==> config.mk <==
export PLATFORM = sky130hd
export DESIGN_NAME = register_file_scoreboard
export DESIGN_NICKNAME = d
export VERILOG_FILES = /design/src/rtl/register_file_scoreboard.sv
export SDC_FILE = /design/constraint.sdc
export NUM_CORES = 1
export LEC_CHECK = 0
export BUFFER_PORTS_ARGS = -buffer_cell sky130_fd_sc_hd__buf_4
export CAP_MARGIN = 20
export CORE_UTILIZATION = 55
export CTS_CLUSTER_DIAMETER = 100
export CTS_CLUSTER_SIZE = 30
export DETAILED_ROUTE_END_ITERATION = 10
export GPL_TIMING_DRIVEN = 0
export PLACE_DENSITY = 0.76
export SLEW_MARGIN = 20
export SYNTH_ARGS = -nofsm -noshare
export SYNTH_HDL_FRONTEND = slang
export SYNTH_SLANG_ARGS = --single-unit
==> constraint.sdc <==
create_clock -name clk -period 4.5 [get_ports clk]
set_input_delay 0.45 -clock clk [delete_from_list [all_inputs] [get_ports clk]]
set_output_delay 0.45 -clock clk [all_outputs]
set_load 0.02 [all_outputs]
==> src/rtl/register_file_scoreboard.sv <==
// Multi-port register file with a per-register pending-load (dirty) scoreboard,
// same-cycle load-return bypass, pending-load counter and sticky hazard flag.
module register_file_scoreboard #(
  parameter int BITWIDTH   = 16,
  parameter int REG_COUNT  = 16,
  parameter int READ_PORTS = 2,
  parameter int ZERO_REG   = 1,
  localparam int ADDR_W    = $clog2(REG_COUNT)
) (
  input  logic                           clk,
  input  logic                           async_rst_n,
  input  logic                           clk_en,
  input  logic                           Write_En,
  input  logic [ADDR_W-1:0]              Write_Addr,
  input  logic [BITWIDTH-1:0]            Write_Data,
  input  logic                           Dirty_Set,
  input  logic [ADDR_W-1:0]              Dirty_Addr,
  input  logic                           Mem_Write_En,
  input  logic [ADDR_W-1:0]              Mem_Addr,
  input  logic [BITWIDTH-1:0]            Mem_DataIn,
  input  logic [READ_PORTS*ADDR_W-1:0]   Read_Addr,
  output logic [READ_PORTS*BITWIDTH-1:0] Read_Data,
  output logic [READ_PORTS-1:0]          Read_Dirty,
  output logic [REG_COUNT-1:0]           Dirty_Vector,
  output logic [ADDR_W:0]                Pending_Count,
  output logic                           Hazard_Err
);

  localparam int   CNT_W = ADDR_W + 1;
  localparam logic ZR    = (ZERO_REG != 0);

  logic [BITWIDTH-1:0]  regs_q [REG_COUNT];
  logic [BITWIDTH-1:0]  regs_d [REG_COUNT];
  logic [REG_COUNT-1:0] dirty_q, dirty_d;
  logic [CNT_W-1:0]     count_q, count_d;
  logic                 hazard_q, hazard_d;

  // Strobes with register-0 accesses masked out when it is hardwired to zero.
  logic ex_wr, mem_wr, dirty_set;
  assign ex_wr     = Write_En     && !(ZR && (Write_Addr == '0));
  assign mem_wr    = Mem_Write_En && !(ZR && (Mem_Addr   == '0));
  assign dirty_set = Dirty_Set    && !(ZR && (Dirty_Addr == '0));

  always_comb begin
    regs_d  = regs_q;
    dirty_d = dirty_q;
    for (int i = 0; i < REG_COUNT; i++) begin
      if (mem_wr && (Mem_Addr == ADDR_W'(i))) begin
        regs_d[i] = Mem_DataIn;
      end else if (ex_wr && (Write_Addr == ADDR_W'(i))) begin
        regs_d[i] = Write_Data;
      end
      dirty_d[i] = (dirty_set && (Dirty_Addr == ADDR_W'(i))) ||
                   (dirty_q[i] && !(mem_wr && (Mem_Addr == ADDR_W'(i))));
    end
  end

  // Incremental popcount: a set on an already-dirty register adds nothing, and a
  // clear cancelled by a same-register set removes nothing.
  logic cnt_inc, cnt_dec;
  assign cnt_inc = dirty_set && !dirty_q[Dirty_Addr];
  assign cnt_dec = mem_wr && dirty_q[Mem_Addr] &&
                   !(dirty_set && (Dirty_Addr == Mem_Addr));

  always_comb begin
    count_d  = count_q + {{(CNT_W-1){1'b0}}, cnt_inc} - {{(CNT_W-1){1'b0}}, cnt_dec};
    hazard_d = hazard_q ||
               (ex_wr && dirty_q[Write_Addr] && !(Mem_Write_En && (Mem_Addr == Write_Addr)));
  end

  always_ff @(posedge clk or negedge async_rst_n) begin
    if (!async_rst_n) begin
      for (int i = 0; i < REG_COUNT; i++) begin
        regs_q[i] <= '0;
      end
      dirty_q  <= '0;
      count_q  <= '0;
      hazard_q <= 1'b0;
    end else if (clk_en) begin
      regs_q   <= regs_d;
      dirty_q  <= dirty_d;
      count_q  <= count_d;
      hazard_q <= hazard_d;
    end
  end

  // Combinational read ports; the load-return bypass ignores clk_en.
  for (genvar p = 0; p < READ_PORTS; p++) begin : g_rd
    logic [ADDR_W-1:0] rd_addr;
    logic              rd_byp;
    logic              rd_zero;
    assign rd_addr = Read_Addr[p*ADDR_W +: ADDR_W];
    assign rd_byp  = Mem_Write_En && (Mem_Addr == rd_addr);
    assign rd_zero = ZR && (rd_addr == '0);
    assign Read_Data[p*BITWIDTH +: BITWIDTH] = rd_zero ? '0 :
                                               rd_byp  ? Mem_DataIn : regs_q[rd_addr];
    assign Read_Dirty[p] = !rd_zero && dirty_q[rd_addr] && !rd_byp;
  end

  assign Dirty_Vector  = dirty_q;
  assign Pending_Count = count_q;
  assign Hazard_Err    = hazard_q;

endmodule

==> summary.txt <==
Run status
  • Status: finished, final reports clean

Synthesis
  • Ys flop type: dfrtp_1
  • Seq/Total Area, Yosys: 36.7%
  • EDFF count, synth: 0
  • Synth Register Bits: 278
  • Mapped Nets: 1599
  • Syn Inst Count: 1535
  • Warnings, synthesis: 0
  • Netlist cell types: 51
  • Mean post-synth cell area: 12.3 sq um
  • Async S/R FF share, synth: 100%
  • Post-Syn Area: 18900 sq um

Floorplan
  • Die width: 188 um
  • Starting density of the core: 56.2%
  • Core area: 33700 sq um
  • Die Height: 188 um
  • # rows: 67
  • Die area: 35200 sq um
  • I/O Pins: 114

Cells and area
  • Area delta synth->final: 9.75%
  • Cell Count, Final, Fillers Out: 2108
  • Share of layout cells above drive strength 1: 47.0%
  • ANT cells: 0
  • Final core utilization: 61.7%
  • Nets@finish: 1718
  • Post-route cell area: 20800 sq um

Timing
  • RSZ-0062 raised after global routing: false
  • Post-route setup TNS: 0 ns
  • Min Tclk post-route: 3.70 ns
  • Worst Tran Pin Value: 1.04 ns
  • Clock Skew: 0.0189 ns
  • Fmax: 270 MHz
  • Worst hold slack: 0.266 ns
  • Crit share post-route: 82.3%
  • Max_slew headroom: 30.3%
  • Final WS setup: 0.799 ns
  • Slew Limit Fails: 0
  • Fin. Hold Viols: 0
  • Setup violations, final: 0

Routing
  • Initial DRC Count: 1553
  • Vias/cell: 6.66
  • Via count: 14000
  • Antenna Nets Post-Route: 0
  • DR DRC count: 0
  • Top Metal Used: met5
  • Drt wl/cell: 28.0 um
  • Met2 wire len: 26300 um
  • Pre-Repair DR Iteration Count: 5
  • M1 WL: 26000 um
  • WL final: 59100 um
  • Met3 wire length: 4860 um

Global routing
  • Global-route wire length before repair: 90200 um
  • Initial antenna violation count: 1
  • Gr usage total: 34.0%
  • Pin count of the biggest net entering global routing: 98
  • Vias in the first global route: 14200
  • GRT Residual Overflow: 0

Setup path
  • Crit start category: input pin
  • CP endpoint kind: output pin
  • Slowest-stage cell, CP: clkbuf_1
  • Flop2flop setup slack: 0.97 ns
  • Reg-to-Reg End: Pending_Count[4]
  • CP Class: in2out
  • Max incr delay on CP: 0.62 ns
  • Reg2Reg Depth: 11
  • Reg-to-reg startpoint: Dirty_Vector[14]
  • Worst Path Required: 4.05 ns
  • Crit-path max FO: 10
  • Worst Path Arrival: 3.25 ns
  • Critical path, cell by cell: buf_4 -> clkbuf_1 -> xnor2_1 -> nand3_1 -> or2_2 -> clkbuf_1 -> buf_2 -> a31oi_1 -> buf_4

Place
  • DP Wirelength: 46300 um
  • Post-Place Setup Slack: 0.385 ns
  • Placed Cells: 2085
  • GP Congestion: 1.03
  • I/O Buffers: 99
  • DP Area: 20300 sq um

Power and ir drop
  • Leak Pwr: 8.73 nW
  • P per Cell Area: 386 nW/um^2
  • Worst ir drop on vdd: 0.262 mV
  • Total power: 8.03 mW

CTS
  • Clk sinks: 278
  • Max Root-Sink Buffers: 3
  • Setup bufs post-CTS: 0
  • Post-cts resize count: 0
  • Hold Buf Count CTS: 1
  • TritonCTS clock tree: built
  • Root Buffer: clkbuf_16
  • Clk Latency, worst-skew pair: 0.52 ns
  • Num CTS Buffers: 14
  • H-tree Lvls: 1
  • Clock-pin slew of the registers on the worst-case setup and hold paths: 0.09 ns

Min path
  • Hold Path Class: in2reg
  • Worst hold start: Dirty_Addr[3]
  • Worst Hold Endpoint: Dirty_Vector[12]
  • Hold path depth: 2

Run
  • Max cap viols: 0
-- cell usage after synthesis, types with 6 or more instances --
master,instances,area share [%]
dfrtp_1,278,37
o31ai_1,33,1.3
xnor2_1,14,0.65
buf_1,9,0.18
clkbuf_1,94,1.9
buf_2,59,1.6
and2_1,13,0.43
inv_1,7,0.14
a31oi_1,17,0.56
a21oi_1,19,0.50
a2111oi_0,16,0.74
nor2_1,20,0.40
and2_0,6,0.20
o21ai_1,14,0.37
mux2i_1,139,7.3
nor2_2,10,0.33
buf_6,6,0.36
mux4_2,83,9.9
a211oi_1,15,0.59
nand2_1,48,0.95
mux2_4,20,1.6
o22ai_1,64,2.1
nor3_1,8,0.21
mux2_2,461,27
o2bb2ai_1,12,0.55
-- cell usage in the layout, fill, tap and decap left out, types with 4 or more instances in the layout --
cell type,Yosys,layout
a21oi_1,19,19
a2111oi_0,16,15
or3_1,5,5
nor2_2,10,10
clkbuf_1,94,95
or2_2,5,5
nor2_1,20,20
mux2_2,461,461
mux4_2,83,83
xnor2_1,14,14
a31oi_1,17,17
buf_4,3,101
nor3_1,8,8
buf_2,59,59
buf_1,9,9
or3b_2,5,5
nand3_1,4,4
nand2b_1,4,4
ha_1,5,5
o22ai_1,64,64
mux2_4,20,20
nand3b_1,4,4
o2bb2ai_1,12,12
a211oi_1,15,15
o31ai_1,33,33
mux2i_1,139,139
nand2_1,48,48
inv_1,7,7
and2_0,6,6
dfrtp_1,278,278
xor2_1,5,5
and2_1,13,13
buf_6,6,6
o21ai_1,14,14
clkbuf_16,0,15
-- worst max-delay path: cells and delay by family --
| kind | cells | cell delay [ns] |
|---|---|---|
| buffers and inverters | 5 | 1.48 |
| AND/OR/NAND/NOR | 2 | 0.71 |
| AO/OA/AOI/OAI | 1 | 0.42 |
| XOR/XNOR | 1 | 0.19 |
-- registers in the layout (all words and copies together), names as in the netlist --
register       cells
Dirty_Vector      16
Hazard_Err         1
Pending_Count      5
regs_q           256
-- metal layers --
layer / global-route usage (%) / vias up
li1: - / 6034
met1: 50.3 / 7191
met2: 51.2 / 697
met3: 5.48 / 107
met4: 10.5 / 2
met5: 0 / -
-- cells by family (layout without fill, tap and decap cells) --
group                      Yosys count  in the layout  share of synthesized area (%)
AOI/OAI and AO/OA                  206            206                           7.44
xor gates and xnor gates            19             19                          0.878
adders and majority gates            6              6                          0.436
buffers and inverters              178            303                           4.21
DFF                                278            278                           36.7
muxes                              703            703                           46.2
and+or+nand+nor                    145            145                           4.11
-- power breakdown --
group          switching (mW)  internal [mW]  total [mW]
Combinational            1.31           1.47        2.78
Clock                   0.903          0.640        1.54
Sequential              0.563           3.14        3.70
-- cell type report --
type / count / area [sq um]
fill: 2713 / 12900
multi-input combinational: 1079 / 11200
sequential: 278 / 6960
timing repair buffer: 103 / 843
buffer: 171 / 772
tap: 448 / 561
clock buffer: 16 / 379
clock inverter: 6 / 62.6
inverter: 7 / 26.3
-- worst max path at each step --
stage,start,to,slack [ns],depth (start not counted)
after floorplan,Dirty_Addr[0],Pending_Count[4],0.74,12
after global placement,Dirty_Addr[0],Pending_Count[4],0.42,12
after detailed placement,Dirty_Addr[0],Pending_Count[4],0.38,12
after CTS,Read_Addr[6],Read_Data[21],0.91,9
after global routing,Read_Addr[0],Read_Data[5],0.71,9
final,Read_Addr[6],Read_Data[21],0.80,9
Power figures use the tool's default switching activity.
